[src/rtl/riscv_pkg.sv]
// -----------------------------------------------------------------------------
// riscv_pkg
// Declarations shared by the control unit and the multiplier:
//   ALU_MUL / ALU_MULH / ALU_MULHU : aluop encodings for the multiply group
//   mul_state_e                    : multiplier sequencer states
//   is_mul_op()                    : true for any aluop the multiplier accepts
// -----------------------------------------------------------------------------
package riscv_pkg;

   localparam logic [3:0] ALU_MUL   = 4'b0101;
   localparam logic [3:0] ALU_MULH  = 4'b0110;
   localparam logic [3:0] ALU_MULHU = 4'b0111;

   typedef enum logic [1:0] {
      IDLE = 2'd0,
      RUN  = 2'd1,
      DONE = 2'd2
   } mul_state_e;

   function automatic logic is_mul_op(input logic [3:0] op);
      return (op == ALU_MUL) || (op == ALU_MULH) || (op == ALU_MULHU);
   endfunction

endpackage

[src/rtl/mul_unit_if.sv]
// -----------------------------------------------------------------------------
// mul_unit_if
// Request/response bundle between the pipeline and the multiplier.
//   start, aluop, a, b         : request (pipeline -> multiplier)
//   busy, stall, done, result  : status and product (multiplier -> pipeline)
// master = pipeline side, slave = multiplier side.
// -----------------------------------------------------------------------------
interface mul_unit_if #(
   parameter int XLEN = 32
);
   logic            start;
   logic [3:0]      aluop;
   logic [XLEN-1:0] a;
   logic [XLEN-1:0] b;
   logic            busy;
   logic            stall;
   logic            done;
   logic [XLEN-1:0] result;

   modport master (
      output start, aluop, a, b,
      input  busy, stall, done, result
   );

   modport slave (
      input  start, aluop, a, b,
      output busy, stall, done, result
   );
endinterface

[src/rtl/mul_core.sv]
// -----------------------------------------------------------------------------
// mul_core
// Iterative radix-2 shift-add multiplier on unsigned XLEN-bit operands.
//   clk, rst_n   : clock, asynchronous active-low reset
//   load         : capture mcand/mplier and clear the accumulator
//   step         : perform one shift-add step
//   mcand/mplier : unsigned operands (magnitudes)
//   prod_next    : accumulator value after the current step; after the step
//                  taken while last=1 it is the complete 2*XLEN-bit product
//   last         : the step in progress is the final one
// -----------------------------------------------------------------------------
module mul_core #(
   parameter int XLEN = 32
) (
   input  logic              clk,
   input  logic              rst_n,
   input  logic              load,
   input  logic              step,
   input  logic [XLEN-1:0]   mcand,
   input  logic [XLEN-1:0]   mplier,
   output logic [2*XLEN-1:0] prod_next,
   output logic              last
);
   logic [5:0]        count_reg;
   logic [2*XLEN-1:0] acc_reg;
   logic [2*XLEN-1:0] mcand_reg;
   logic [XLEN-1:0]   mplier_reg;

   assign prod_next = mplier_reg[0] ? (acc_reg + mcand_reg) : acc_reg;
   assign last      = (count_reg == 6'(XLEN - 1));

   always_ff @(posedge clk or negedge rst_n) begin
      if (!rst_n) begin
         count_reg  <= '0;
         acc_reg    <= '0;
         mcand_reg  <= '0;
         mplier_reg <= '0;
      end else if (load) begin
         count_reg  <= '0;
         acc_reg    <= '0;
         mcand_reg  <= {{XLEN{1'b0}}, mcand};
         mplier_reg <= mplier;
      end else if (step) begin
         count_reg  <= count_reg + 6'd1;
         acc_reg    <= prod_next;
         mcand_reg  <= mcand_reg << 1;
         mplier_reg <= mplier_reg >> 1;
      end
   end
endmodule

[src/rtl/mul_unit.sv]
// -----------------------------------------------------------------------------
// mul_unit
// RISC-V M-extension multiplier (mul / mulh / mulhu) with a start/done
// handshake and a pipeline stall request.
//   clk   : clock, all state on rising edge
//   rst_n : asynchronous active-low reset
//   bus   : mul_unit_if.slave (start, aluop, a, b -> busy, stall, done, result)
// Build option MUL_UNIT_FAST_EN: when defined, the full product is formed
// combinationally at acceptance and the unit goes IDLE->DONE in one edge.
// Otherwise mul_core iterates one bit per cycle (done XLEN+1 edges after
// the accepting edge, inclusive).
// -----------------------------------------------------------------------------
import riscv_pkg::*;

module mul_unit #(
   parameter int XLEN = 32
) (
   input  logic      clk,
   input  logic      rst_n,
   mul_unit_if.slave bus
);
   localparam int PW = 2 * XLEN;

   mul_state_e      state_reg, state_next;
   logic            accept;
   logic            run_last;
   logic            result_load;
   logic            busy_c, stall_c, done_c;
   logic            a_neg, b_neg;
   logic [XLEN-1:0] a_mag, b_mag;
   logic [XLEN-1:0] result_reg;
   logic [PW-1:0]   prod_signed;
   logic [3:0]      sel_op;

   assign accept = (state_reg == IDLE) && bus.start && is_mul_op(bus.aluop);

   // Only mulh is signed. Magnitudes are taken as unsigned XLEN values, so the
   // most negative operand negates to itself and still reads as 2^(XLEN-1).
   assign a_neg = (bus.aluop == ALU_MULH) && bus.a[XLEN-1];
   assign b_neg = (bus.aluop == ALU_MULH) && bus.b[XLEN-1];
   assign a_mag = a_neg ? -bus.a : bus.a;
   assign b_mag = b_neg ? -bus.b : bus.b;

`ifdef MUL_UNIT_FAST_EN
   localparam mul_state_e ACCEPT_NEXT = DONE;

   logic [PW-1:0] prod_mag;

   assign prod_mag    = {{XLEN{1'b0}}, a_mag} * {{XLEN{1'b0}}, b_mag};
   assign prod_signed = (a_neg ^ b_neg) ? -prod_mag : prod_mag;
   assign sel_op      = bus.aluop;
   assign result_load = accept;
   assign run_last    = 1'b0;
`else
   localparam mul_state_e ACCEPT_NEXT = RUN;

   logic [3:0]    op_reg;
   logic          neg_reg;
   logic [PW-1:0] prod_next;
   logic          last;

   mul_core #(.XLEN(XLEN)) u_core (
      .clk       (clk),
      .rst_n     (rst_n),
      .load      (accept),
      .step      (state_reg == RUN),
      .mcand     (a_mag),
      .mplier    (b_mag),
      .prod_next (prod_next),
      .last      (last)
   );

   // Sign correction is applied to the value the final step produces, so the
   // result register is loaded on the same edge that enters DONE.
   assign prod_signed = neg_reg ? -prod_next : prod_next;
   assign sel_op      = op_reg;
   assign result_load = (state_reg == RUN) && last;
   assign run_last    = last;

   always_ff @(posedge clk or negedge rst_n) begin
      if (!rst_n) begin
         op_reg  <= '0;
         neg_reg <= 1'b0;
      end else if (accept) begin
         op_reg  <= bus.aluop;
         neg_reg <= a_neg ^ b_neg;
      end
   end
`endif

   always_ff @(posedge clk or negedge rst_n) begin
      if (!rst_n) begin
         state_reg  <= IDLE;
         result_reg <= '0;
      end else begin
         state_reg <= state_next;
         if (result_load) begin
            result_reg <= (sel_op == ALU_MUL) ? prod_signed[XLEN-1:0]
                                              : prod_signed[PW-1:XLEN];
         end
      end
   end

   always_comb begin
      state_next = state_reg;
      busy_c     = 1'b0;
      stall_c    = 1'b0;
      done_c     = 1'b0;
      case (state_reg)
         IDLE: begin
            stall_c = accept;
            if (accept) state_next = ACCEPT_NEXT;
         end
         RUN: begin
            busy_c  = 1'b1;
            stall_c = 1'b1;
            if (run_last) state_next = DONE;
         end
         DONE: begin
            busy_c     = 1'b1;
            done_c     = 1'b1;
            state_next = IDLE;
         end
         default: state_next = IDLE;
      endcase
   end

   assign bus.busy   = busy_c;
   assign bus.stall  = stall_c;
   assign bus.done   = done_c;
   assign bus.result = result_reg;
endmodule

[src/flat_wrapper.sv]
// flat-port wrapper written by rule: the top's interface ports become plain ports
module mul_unit_flat 
#(
   parameter int XLEN = 32
)
  (clk, rst_n, bus_start, bus_aluop, bus_a, bus_b, bus_busy, bus_stall, bus_done, bus_result);
  mul_unit_if #(.XLEN(XLEN)) bus_i ();
  input  logic clk;
  input  logic rst_n;
  input wire logic [$bits(bus_i.start)-1:0] bus_start;
  input wire logic [$bits(bus_i.aluop)-1:0] bus_aluop;
  input wire logic [$bits(bus_i.a)-1:0] bus_a;
  input wire logic [$bits(bus_i.b)-1:0] bus_b;
  output wire logic [$bits(bus_i.busy)-1:0] bus_busy;
  output wire logic [$bits(bus_i.stall)-1:0] bus_stall;
  output wire logic [$bits(bus_i.done)-1:0] bus_done;
  output wire logic [$bits(bus_i.result)-1:0] bus_result;
  assign bus_i.start = bus_start;
  assign bus_i.aluop = bus_aluop;
  assign bus_i.a = bus_a;
  assign bus_i.b = bus_b;
  assign bus_busy = bus_i.busy;
  assign bus_stall = bus_i.stall;
  assign bus_done = bus_i.done;
  assign bus_result = bus_i.result;
  mul_unit #(.XLEN(XLEN)) u_core (.clk(clk), .rst_n(rst_n), .bus(bus_i));
endmodule
[config.mk]
export PLATFORM = sky130hd
export DESIGN_NAME = mul_unit_flat
export DESIGN_NICKNAME = d
export VERILOG_FILES = /design/src/rtl/riscv_pkg.sv /design/src/rtl/mul_unit_if.sv /design/src/rtl/mul_core.sv /design/src/rtl/mul_unit.sv /design/src/flat_wrapper.sv
export SDC_FILE = /design/constraint.sdc
export NUM_CORES = 1
export LEC_CHECK = 0
export ABC_AREA = 0
export BUFFER_PORTS_ARGS = -buffer_cell sky130_fd_sc_hd__buf_2
export CORE_UTILIZATION = 58
export CTS_BUF_LIST = sky130_fd_sc_hd__clkbuf_4
export CTS_CLUSTER_DIAMETER = 100
export CTS_CLUSTER_SIZE = 12
export DETAILED_ROUTE_END_ITERATION = 10
export GPL_TIMING_DRIVEN = 0
export PLACE_DENSITY = 0.82
export SLEW_MARGIN = 10
export SYNTH_ARGS = -nofsm -noshare
export SYNTH_HDL_FRONTEND = slang
export SYNTH_SLANG_ARGS = --single-unit
[constraint.sdc]
create_clock -name clk -period 5.4 [get_ports clk]
set_input_delay 0.54 -clock clk [delete_from_list [all_inputs] [get_ports clk]]
set_output_delay 0.54 -clock clk [all_outputs]
set_load 0.01 [all_outputs]
# Word level (Yosys, flattened, before mapping)

Index checks and enable logic that the tools add are counted.

Mux-type cells: 19
Bitwise operators: 1
Equal/unequal tests: 9
Add/sub/neg operators: 5
Reductions and logical operators: 11

Operator list:

| kind                | number |
|---|---|
| $mux 64             | 6 |
| $mux 32             | 5 |
| $add 64x64->64      | 1 |
| $neg 32->32         | 2 |
| $neg 64->64         | 1 |
| $eq 4x3->1 const B  | 4 |
| $mux 6              | 2 |
| $add 6x1->6 const B | 1 |
| $eq 6x5->1 const B  | 1 |
| $logic_and 1x1->1   | 5 |
| $mux 2              | 2 |
| $pmux 2 s2          | 1 |
| $eq 2x1->1 const B  | 1 |
| $eq 2x2->1 const B  | 1 |
| $logic_not 2->1     | 1 |
| $logic_or 1x1->1    | 2 |
| $mux 1              | 2 |
| $ne 2x1->1 const B  | 1 |
| $ne 2x2->1 const B  | 1 |
| $pmux 1 s2          | 1 |
| $reduce_and 2->1    | 1 |
| $reduce_bool 2->1   | 1 |
| $reduce_or 2->1     | 1 |
| $xor 1x1->1         | 1 |

Output and inout port bits: 35
Register bits: 205

# Longest topological paths before layout

Gate-level depths: netlist of the first run.

Word-level depth: 6
Gate-level depth with buffers: 17
Mapped depth without buffers: 16

# By module

A second synthesis of the first run with hierarchy kept.

Cell total of the unflattened synthesis: 1981
Area total of the unflattened synthesis: 16779.8 um^2

By module, submodules not included:

| module   | cells each | times used | area an instance (um^2) | seq. area each (um^2) |
|---|---|---|---|---|
| mul_core | 1324       | 1          | 11885.1                 | 4154.0 |
| mul_unit | 657        | 1          | 4894.7                  | 975.9 |

# Worst setup path after synthesis of the first run

No wires, ideal clock.

Path type: reg2reg
Start: reg u_core.u_core.acc_reg[0]
End: reg u_core.result_reg[30] (netlist: u_core.bus.result[30])
Stages on the path, launching flop included: 18
Setup slack: 1.097 ns
Period minus slack after synthesis: 4.303 ns
Buffers on the path: 1
Data required time: 5.323 ns
Data arrival time: 4.226 ns
Cells stage by stage: dfrtp_1 -> ha_1 -> inv_1 -> fa_1 -> nor2b_1 -> o31a_2 -> o2111ai_1 -> a2111oi_4 -> or3_1 -> and3_1 -> clkbuf_1 -> nand2_2 -> nor3_2 -> nand4_1 -> or4_1 -> or3_1 -> a21o_1 -> a21oi_1

Longest elaborated chain between the ends: 5

Ends and longest elaborated chain:

| item                   | line           | text |
|---|---|---|
| from (decl)            | mul_core.sv:25 | `logic [2*XLEN-1:0] acc_reg;` |
| from (signal assigned) | mul_core.sv:45 | `acc_reg <= prod_next;` |
| $add 64x64->64         | mul_core.sv:29 | `assign prod_next = mplier_reg[0] ? (acc_reg + mcand_reg) : acc_reg;` |
| $mux 64 (*)            | mul_core.sv:29 |  |
| $neg 64->64            | mul_unit.sv:75 | `assign prod_signed = neg_reg ? -prod_next : prod_next;` |
| $mux 64 (*)            | mul_unit.sv:75 |  |
| $mux 32 (*)            | mul_unit.sv:98 | `result_reg <= (sel_op == ALU_MUL) ? prod_signed[XLEN-1:0]` |
| to (signal assigned)   | mul_unit.sv:98 |  |
| to (decl)              | mul_unit.sv:31 | `logic [XLEN-1:0] result_reg;` |

Mark *: on every way between the ends. The rest lies on a longest branch, timed or not.
A chain may end at the register's enable or synchronous reset.

# Worst setup path after layout of the first run

Start: reg u_core.u_core.acc_reg[33]
End: reg u_core.result_reg[31] (netlist: u_core.bus.result[31])

The elaborated chain is that of the path after synthesis.

==> results of run 1 <==
-- layer usage --
layer	up-vias	part of all wire [%]	global-route usage [%]
met1	9361	38	53.6
met2	1124	46	72.2
met5	-	0.039	0
met4	4	6.9	28.0
met3	292	9.2	8.38
li1	8834	-	-
-- power groups by stage --
stage / logic [W] / registers (W) / clock network [W]
CTS: 0.0106 / 0.00289 / 0.000747
finish: 0.0113 / 0.00293 / 0.000744
global placement: 0.0103 / 0.00290 / 0
floorplan: 0.00736 / 0.00264 / 0
detailed placement: 0.0105 / 0.00292 / 0
global route: 0.0120 / 0.00298 / 0.000796
-- critical path, cell delays in order, from the launching register on --
cell and delay [ns]:
dfrtp_1 0.49, ha_1 0.34, clkbuf_1 0.25, a21oi_1 0.32, o21a_1 0.18, o221ai_1 0.24
a211oi_1 0.84, nor3_1 0.25, nor4_1 0.40, o31a_1 0.37, nor4bb_1 0.39, nand4_2 0.23
o41ai_2 0.56, xor2_1 0.14, a21oi_1 0.23, nor2_1 0.08
-- cells in the final DEF, fill, tap and decap left out, types with 15 or more instances in the layout --
cell,synthesis,routed
nand2_1,261,261
a21oi_1,161,161
nor2b_1,19,19
nand4_1,53,53
buf_2,16,123
xnor2_1,63,63
or3_1,26,26
o21ai_0,178,173
nand2b_1,19,19
and3_1,20,20
o21ai_1,11,15
xor2_1,44,44
a31oi_1,27,23
clkbuf_1,116,108
clkbuf_4,0,23
a211oi_1,90,86
dfrtp_1,205,205
nand3_1,51,51
buf_1,19,15
o21a_1,34,34
nor4_1,18,16
a21o_1,20,20
o31ai_1,24,24
ha_1,70,70
nor3_1,72,66
inv_1,36,36
nor2_1,281,281
or4_1,16,16
mux2i_1,128,128
-- worst max path at each step --
stage / start / endpoint / slack [ns] / depth (start not counted)
finish: u_core.u_core.acc_reg[33] / u_core.bus.result[31] / -0.01 / 15
detailed placement: u_core.u_core.acc_reg[37] / u_core.bus.result[31] / -0.87 / 15
global route: u_core.u_core.acc_reg[38] / u_core.bus.result[26] / -0.03 / 14
CTS: u_core.u_core.acc_reg[0] / u_core.bus.result[31] / 0.005 / 16
floorplan: u_core.u_core.acc_reg[0] / u_core.bus.result[30] / 1.10 / 17
global placement: u_core.u_core.acc_reg[37] / u_core.bus.result[31] / -0.86 / 15
-- through the flow --
step | total power [W] | area [um^2]
detailed placement | 0.0134 | 19000
global route | 0.0158 | 19500
global placement | 0.0132 | 19000
finish | 0.0149 | 19500
CTS | 0.0143 | 19300
floorplan | 0.0100 | 18000
-- cell families after synthesis --
group	after synthesis
adders and majority gates	71
buffers and inverters	187
DFF	205
and+or+nand+nor	906
muxes	132
xor gates and xnor gates	107
AOI/OAI and AO/OA	699
-- final cells by class --
class | instances | area share [%]
Multi-Input combinational cell | 1915 | 63.2
Sequential cell | 205 | 26.3
Timing Repair Buffer | 117 | 3.33
Buffer | 149 | 3.03
Tap cell | 396 | 2.54
Clock buffer | 22 | 0.846
Inverter | 36 | 0.692
Clock inverter | 3 | 0.0961
Antenna cell | 2 | 0.0256
-- cell usage after synthesis, types with 20 or more instances --
cell        n
ha_1       70
a21o_1     20
inv_1      36
nor2_1    281
xor2_1     44
nor3_1     72
nand2_1   261
nand4_1    53
and3_1     20
o21ai_0   178
a211oi_1   90
xnor2_1    63
dfrtp_1   205
clkbuf_1  116
a31oi_1    27
o31ai_1    24
a21oi_1   161
o21a_1     34
nand3_1    51
mux2i_1   128
or3_1      26
-- what timing repair did --
action                     4_1_cts  5_1_grt
gates resized for setup         22       28
hold buffers                     2        0
setup buffers                    0        8
setup endpoints to repair       24       24
pin swaps                        0        6
hold endpoints to repair        93        0
==> metrics.csv, run 1 <==
stage,metric,value,unit
sta,clock skew,0.0596,ns
grt,initial antenna violation count,3,
sta,Pins Over Slew Limit,0,
yosys,YS warnings,0,
outcome,failing checks,negative setup slack,
clock_network,Max clock buf depth,3,
yosys,Cells after Synth,2307,
setup_path,CP required,6.03,ns
sta,slew at the pin with the worst max-slew slack,1.22,ns
yosys,top-area cell type share of the netlist area,28.5,%
yosys,cell area after synthesis,18000,um^2
sta,"Min Clock Period, post-route",5.41,ns
die,die area,31700,um^2
power,clock network fraction of total power,5.0,%
yosys,Synth async-reset ratio,100,%
final_layout,FF+latch area,5130,um^2
die,die height,178,um
yosys,#FFs+latches synth,205,
yosys,count of cell types in the netlist,96,
yosys,adder-cell share of the synthesized area,4.98,%
final_layout,Layout Utilization,64.0,%
detailed_routing,drt first-iter violations,2121,
power,Internal Power,0.00597,W
yosys,Synth area leaders,"dfrtp_1 (29%), mux2i_1 (7.1%), nor2_1 (5.9%), nand2_1 (5.5%), o21ai_0 (5.0%)",
setup_path,reg2reg end,u_core.bus.result[31],
die,FP Rows,64,
sta,RSZ-0062 raised after global routing,yes,
place,dpl ws,-0.867,ns
sta,FMAX,185,MHz
outcome,status,"finished, violations left",
yosys,Syn Nets,2449,
grt,largest net degree at the start of global routing,114,
power,pwr dens,765,nW/um^2
yosys,mux contribution to synthesized area,7.38,%
power,Flop pwr share,19.6,%
sta,Slew headroom,18.7,%
setup_path,critical path class,reg -> reg,
detailed_routing,post-route ant nets,0,
final_layout,final-layout fill cell count,2684,
yosys,post-synthesis sequential area ratio,28.5,%
detailed_routing,DR DRC count,0,
place,Inst Count DP,2809,
grt,Overflow after GRT,0,
place,dpl hpwl,54800,um
clock_network,clk root buf,clkbuf_4,
die,Die W,178,um
place,Port Buffer Count,105,
place,final RePlAce weighted congestion,1.07,
setup_path,CP max FO,10,
yosys,Synth Area in Compound Gates,25.7,%
setup_path,element type at the critical path end,register,
yosys,Simple-Gate Fraction of Synth Area,24.2,%
yosys,"EDFF count, synth",0,
power,power share of the combinational group,75.4,%
final_layout,Layout Cells excl Fill,2845,
grt,vias in the first global route,18300,
power,sw power,0.00896,W
min_path,min-delay src,bus_a[0],
detailed_routing,WL/cell,24.9,um
clock_network,CTS Buf Count,21,
min_path,Hold Crit Depth,3,
detailed_routing,WL final,70900,um
yosys,Post-Syn Area per Cell,7.79,um^2
yosys,"area leader, netlist",dfrtp_1,
detailed_routing,DR vias,19600,
sta,min setup slack post-route,-0.0119,ns
min_path,WHS Endpoint,u_core.u_core.mcand_reg[0],
flow_run,Max Cap Viol,0,
final_layout,fraction of layout cells with a size suffix above 1,9.44,%
yosys,main flop type after synthesis,dfrtp_1,
sta,setup total negative slack,-0.0119,ns
sta,WHS,0.0479,ns
yosys,XOR/XNOR Fraction of Synth Area,5.21,%
yosys,largest family of logic cells by synthesized area,compound AO/OA/AOI/OAI gates,
clock_network,clk_lat worst skew,0.76,ns
clock_network,# clock sinks,205,
setup_path,r2r worst-path depth,15,
clock_network,H-tree levels,1,
detailed_routing,drt pass-1 iters,6,
die,IO Pins,106,
clock_network,Clock Pin Slew Worst Setup and Hold Paths,0.14,ns
sta,Final Setup Violations,1,
setup_path,RR Startpoint,u_core.u_core.acc_reg[33],
detailed_routing,via/cell ratio,6.89,
final_layout,area added between synthesis and finish,8.65,%
clock_network,CTS tree,yes,
final_layout,multi-input gate area in the final layout,12300,um^2
grt,first-pass GRT wire length,106000,um
setup_path,CP Launch Type,register,
grt,Total GRT Usage,44.2,%
setup_path,critical path arrival,6.04,ns
power,Leak,7.81,nW
power,Sw Share,60.0,%
die,Initial Utilization,58.9,%
setup_path,"setup slack, reg-to-reg",-0.01,ns
die,Placeable Area,30500,um^2
sta,Tcrit/Tclk final,100,%
power,VDD IR max,0.300,mV
final_layout,Final #Nets,2587,
sta,Final Hold Viols,0,
min_path,Hold WC Path Type,in -> reg,
Power figures use the tool's default switching activity.
==> run 2: changes to the inputs <==
BUFFER_PORTS_ARGS = unset   (was -buffer_cell sky130_fd_sc_hd__buf_2)
DONT_BUFFER_PORTS = 1   (was unset)
PLACE_DENSITY = 0.74   (was 0.82)
==> run 2 against run 1 <==
  * The run now ends clean
  * Cell area decreased by 0.83%
  * Fmax increased by 2.0%
  * Critical path depth is 1 higher
  * Sequential share of layout area rose by 0.22 points
  * Sequential power hardly changed
  * Non-clock buffer count fell by 76
  * Largest power group unchanged
==> metrics.csv, run 2 (synthesis gave the netlist of run 1 again) <==
stage,metric,value,unit
die,Placeable Area,30500,um^2
detailed_routing,WL final,72100,um
final_layout,"commonest non-fill, non-tap cell in the layout",nor2_1,
clock_network,CTS tree,yes,
min_path,WHS Endpoint,u_core.u_core.mcand_reg[25],
setup_path,RR Startpoint,u_core.u_core.mcand_reg[0],
sta,FMAX,189,MHz
clock_network,H-tree levels,1,
clock_network,Max clock buf depth,3,
power,pwr dens,775,nW/um^2
setup_path,CP required,6.00,ns
clock_network,clk_lat worst skew,0.76,ns
final_layout,Final #Nets,2511,
place,dpl hpwl,54500,um
grt,first-pass GRT wire length,107000,um
grt,Total GRT Usage,44.6,%
min_path,min-delay src,bus_a[25],
setup_path,CP Launch Type,register,
detailed_routing,DR vias,19500,
clock_network,CTS Buf Count,21,
die,IO Pins,106,
setup_path,r2r worst-path depth,16,
setup_path,critical path arrival,5.90,ns
detailed_routing,DR DRC count,0,
power,VDD IR max,0.290,mV
grt,initial antenna violation count,4,
setup_path,top cell family by delay on the critical path,compound AO/OA/AOI/OAI gates,
die,Initial Utilization,58.9,%
clock_network,Clock Pin Slew Worst Setup and Hold Paths,0.14,ns
detailed_routing,post-route ant nets,0,
sta,clock skew,0.0696,ns
grt,largest net degree at the start of global routing,206,
detailed_routing,drt pass-1 iters,6,
final_layout,Layout Utilization,63.5,%
sta,Final Setup Violations,0,
sta,Pins Over Slew Limit,0,
die,FP Rows,64,
clock_network,# clock sinks,205,
min_path,Hold Crit Depth,3,
setup_path,worst path cell trace,ha_1 > inv_1 > fa_1 > nor2b_1 > o31a_2 > o2111ai_2 > a2111oi_4 > buf_4 > o311a_1 > nand2_1 > a2111oi_2 > nand4_2 > o41ai_2 > xor2_1 > a21oi_1 > nor2_1,
die,Die W,178,um
sta,setup total negative slack,0,ns
die,die area,31700,um^2
sta,Tcrit/Tclk final,98.2,%
clock_network,clk root buf,clkbuf_4,
flow_run,Max Cap Viol,0,
detailed_routing,via/cell ratio,7.04,
setup_path,CP max FO,6,
final_layout,area added between synthesis and finish,7.74,%
min_path,Hold WC Path Type,in -> reg,
setup_path,critical path class,reg -> reg,
setup_path,reg2reg end,u_core.bus.result[31],
setup_path,"Largest stage delay, worst path",0.71,ns
sta,Slew headroom,10.0,%
final_layout,fraction of layout cells with a size suffix above 1,5.52,%
die,die height,178,um
place,final RePlAce weighted congestion,1.07,
sta,"Min Clock Period, post-route",5.30,ns
sta,Final Hold Viols,0,
grt,vias in the first global route,18500,
power,Leak,7.49,nW
detailed_routing,WL/cell,26.0,um
setup_path,sum of buffers and inverters on the critical path,2,
setup_path,element type at the critical path end,register,
setup_path,"setup slack, reg-to-reg",0.1,ns
sta,slew at the pin with the worst max-slew slack,1.35,ns
outcome,status,completed,
detailed_routing,drt first-iter violations,2157,
final_layout,most frequent cells in the layout,"nor2_1 (281), nand2_1 (261), dfrtp_1 (205)",
final_layout,final-layout fill cell count,2753,
grt,Overflow after GRT,0,
place,Port Buffer Count,0,
setup_path,CP max stage cell,a2111oi_4,
[run 2: what timing repair did]
item | in CTS | in global routing
endpoints found under the hold margin | 236 | 0
setup endpoints to repair | 23 | 27
hold buffers | 33 | 0
pin swaps | 2 | 5
buffers inserted | 3 | 3
resized for setup | 17 | 41
[run 2: power breakdown]
group | total (W) | internal [W] | switching [W] | leakage [nW]
combinational | 0.0113 | 0.00356 | 0.00769 | 4.78
clock | 0.000808 | 0.000240 | 0.000567 | 0.127
sequential | 0.00296 | 0.00220 | 0.000755 | 2.58
[run 2: routing by layer]
| layer | track usage, % | vias up | part of all wire (%) | wire, um |
|---|---|---|---|---|
| met4 | 30.5 | 4 | 7.7 | 5570 |
| met5 | 0 | - | 0.043 | 31 |
| li1 | - | 8668 | - | - |
| met3 | 8.67 | 335 | 9.6 | 6890 |
| met1 | 53.6 | 9310 | 38 | 27100 |
| met2 | 71.9 | 1171 | 45 | 32500 |
[run 2: worst max path at each step]
stage | slack, ns | to | start | depth (start not counted)
global route | -0.06 | u_core.bus.result[31] | u_core.u_core.acc_reg[38] | 15
global placement | -0.67 | u_core.bus.result[28] | u_core.u_core.mcand_reg[0] | 16
floorplan | 1.10 | u_core.bus.result[30] | u_core.u_core.acc_reg[0] | 17
finish | 0.1 | u_core.bus.result[31] | u_core.u_core.mcand_reg[0] | 16
CTS | 0.02 | u_core.bus.result[30] | u_core.u_core.mcand_reg[0] | 17
detailed placement | -0.62 | u_core.bus.result[31] | u_core.u_core.acc_reg[37] | 15
[run 2: worst min-delay path, cell delays in order]
cell and delay (ns):
xnor2_1 0.05, nand2_1 0.06, o21ai_0 0.08
[run 2: layout make-up]
| type | instances | area (um^2) | area share (%) |
|---|---|---|---|
| multi-input cells | 1915 | 12400 | 64.0 |
| diodes | 2 | 5.00 | 0.0258 |
| repair buffers | 40 | 403 | 2.08 |
| clock inverters | 4 | 43.8 | 0.226 |
| clock buffers | 22 | 165 | 0.853 |
| inverters | 36 | 135 | 0.698 |
| plain buffers | 150 | 596 | 3.08 |
| well taps | 396 | 495 | 2.56 |
| flip-flops and latches | 205 | 5130 | 26.5 |
[run 2: metrics by stage]
| stage | hold slack, ns | instance area (um^2) | power (W) | instances | setup WS (ns) |
|---|---|---|---|---|---|
| after floorplan | 0.244 | 18000 | 0.0100 | 2307 | 1.10 |
| after global placement | 0.248 | 18500 | 0.0130 | 2703 | -0.666 |
| after detailed placement | 0.248 | 18500 | 0.0133 | 2704 | -0.625 |
| after CTS | 0.000240 | 19100 | 0.0143 | 2766 | 0.0159 |
| after global routing | 0.0339 | 19400 | 0.0158 | 2770 | -0.0633 |
| final | 0.0389 | 19400 | 0.0150 | 2770 | 0.0961 |
==> run 3: changes to the inputs <==
REMOVE_ABC_BUFFERS = 1   (was unset)
==> run 3 against run 2 <==
  * Non-clock buffer count shrank 113
  * Combinational power shrank 8%
  * Critical path depth decreased by 3
  * Utilization is 0.41 points lower
  * Worst setup slack better by 0.014 ns
  * Flip-flop and latch count unchanged
  * Hold slack worse by 0.017 ns
  * Sequential power barely moved
  * Routed wire length shrank 18%
  * Global-route usage shrank 7.3 points
  * Final cell count fell by 4.1%
  * Largest cell class unchanged
==> metrics.csv, run 3 (synthesis gave the netlist of run 1 again) <==
stage,metric,value,unit
power,Internal Power,0.00595,W
min_path,min-delay src,bus_b[15],
place,final RePlAce weighted congestion,1.04,
setup_path,critical path class,reg -> reg,
clock_network,# clock sinks,205,
min_path,WHS Endpoint,u_core.u_core.mplier_reg[15],
clock_network,Max clock buf depth,3,
setup_path,"Largest stage delay, worst path",0.62,ns
setup_path,worst path cell trace,ha_1 > a211oi_2 > o211ai_1 > a211oi_4 > o22ai_2 > or3_1 > a31oi_4 > a41oi_1 > or4_1 > nor4_2 > o21ai_0 > a221oi_1 > a21o_1,
power,pwr dens,737,nW/um^2
final_layout,area added between synthesis and finish,7.05,%
sta,clock skew,0.0688,ns
sta,Final Setup Violations,0,
sta,Tcrit/Tclk final,98.0,%
sta,FMAX,189,MHz
final_layout,Layout Cells excl Fill,2657,
final_layout,"commonest non-fill, non-tap cell in the layout",nor2_1,
grt,Overflow after GRT,0,
setup_path,element type at the critical path end,register,
power,VDD IR max,0.412,mV
final_layout,fin area,19200,um^2
final_layout,Final #Nets,2398,
final_layout,final-layout fill cell count,2686,
die,Placeable Area,30500,um^2
grt,initial antenna violation count,2,
detailed_routing,drt pass-1 iters,8,
detailed_routing,DR vias,18300,
setup_path,CP max stage cell,or4_1,
flow_run,Max Cap Viol,0,
grt,Total GRT Usage,37.2,%
place,Port Buffer Count,0,
final_layout,most frequent cells in the layout,"nor2_1 (281), nand2_1 (261), dfrtp_1 (203)",
sta,Pins Over Slew Limit,0,
setup_path,reg2reg end,u_core.bus.result[26],
setup_path,CP max FO,6,
die,Initial Utilization,58.9,%
clock_network,CTS tree,yes,
power,Flop pwr share,20.9,%
sta,"Min Clock Period, post-route",5.29,ns
die,IO Pins,106,
power,clock network fraction of total power,5.5,%
detailed_routing,WL final,59400,um
setup_path,"setup slack, reg-to-reg",0.11,ns
setup_path,r2r worst-path depth,13,
detailed_routing,DR DRC count,0,
detailed_routing,WL/cell,22.4,um
outcome,status,completed,
setup_path,CP Launch Type,register,
die,die height,178,um
clock_network,clk_lat worst skew,0.78,ns
detailed_routing,drt first-iter violations,1802,
setup_path,critical path arrival,5.98,ns
min_path,Hold WC Path Type,in -> reg,
place,Inst Count DP,2563,
clock_network,clk root buf,clkbuf_4,
die,die area,31700,um^2
place,Area after DPL,18200,um^2
power,sw power,0.00822,W
place,dpl hpwl,43100,um
clock_network,Clock Pin Slew Worst Setup and Hold Paths,0.13,ns
grt,vias in the first global route,16900,
setup_path,top cell family by delay on the critical path,compound AO/OA/AOI/OAI gates,
die,Die W,178,um
sta,RSZ-0062 raised after global routing,yes,
final_layout,fraction of layout cells with a size suffix above 1,4.87,%
setup_path,RR Startpoint,u_core.u_core.acc_reg[1],
setup_path,worst setup path start,u_core.u_core.acc_reg[1],
sta,Slew headroom,19.9,%
power,Sw Share,58.0,%
power,power share of the combinational group,73.6,%
power,Leak,7.45,nW
detailed_routing,via/cell ratio,6.88,
sta,WHS,0.0221,ns
clock_network,H-tree levels,1,
min_path,Hold Crit Depth,3,
sta,Final Hold Viols,0,
grt,first-pass GRT wire length,92600,um
setup_path,CP required,6.09,ns
grt,largest net degree at the start of global routing,206,
sta,slew at the pin with the worst max-slew slack,1.18,ns
setup_path,sum of buffers and inverters on the critical path,0,
final_layout,Layout Utilization,63.1,%
detailed_routing,post-route ant nets,0,
die,FP Rows,64,
clock_network,CTS Buf Count,21,
-- run 3: layer usage --
layer  vias to the layer above  part of all wire [%]  track usage (%)
met1                      8855                    42             50.0
met3                       158                   8.4             6.20
met4                         2                   4.5             15.3
met5                         -                 0.022                0
met2                       792                    45             59.2
li1                       8465                     -                -
-- run 3: timing repair --
item / CTS / global route
cloned: 0 / 0
endpoints found under the setup margin: 9 / 27
gates resized for setup: 8 / 21
hold buffers: 63 / 0
hold endpoints to repair: 267 / 0
setup buffers: 0 / 3
pin swaps: 0 / 2
-- run 3: worst max-delay path by stage --
stage                            endpoint  slack, ns  cells past startpoint
floorplan           u_core.bus.result[13]      -4.14                      7
global placement    u_core.bus.result[13]      -7.63                      7
detailed placement  u_core.bus.result[31]      -0.21                     14
CTS                 u_core.bus.result[30]      0.005                     15
global route        u_core.bus.result[30]     -0.007                     16
finish              u_core.bus.result[26]       0.11                     13
-- run 3: worst register-to-register path: stages, from the launching register on --
cell and delay, ns:
dfrtp_1 0.43, ha_1 0.33, a211oi_2 0.37, o211ai_1 0.27, a211oi_4 0.56, o22ai_2 0.27, or3_1 0.43, a31oi_4 0.35
a41oi_1 0.43, or4_1 0.62, nor4_2 0.38, o21ai_0 0.14, a221oi_1 0.51, a21o_1 0.14
-- run 3: layout make-up --
type	count	area (um^2)	area share (%)
antenna	2	5.00	0.0260
clock buffer	24	180	0.937
clock inverter	2	15.0	0.0780
inverter	36	138	0.715
multi-input combinational	1915	12300	64.1
sequential	205	5130	26.7
tap	396	495	2.58
timing repair buffer	77	937	4.87
-- run 3: power by group through the flow --
stage	logic (W)	registers, W	clock network, W
4_1_cts	0.00999	0.00293	0.000791
3_5_place_dp	0.00981	0.00297	0
6_report	0.0104	0.00296	0.000779
3_3_place_gp	0.00960	0.00302	0
5_1_grt	0.0113	0.00303	0.000838
2_1_floorplan	0.00734	0.00275	0
-- run 3: through the flow --
stage	total power (W)	worst slack, ns	TNS (ns)
finish	0.0142	0.110	0
CTS	0.0137	0.00491	0
floorplan	0.0101	-4.14	-314.66
global route	0.0152	-0.00672	-0.00672
detailed placement	0.0128	-0.210	-1.06
global placement	0.0126	-7.63	-772.49
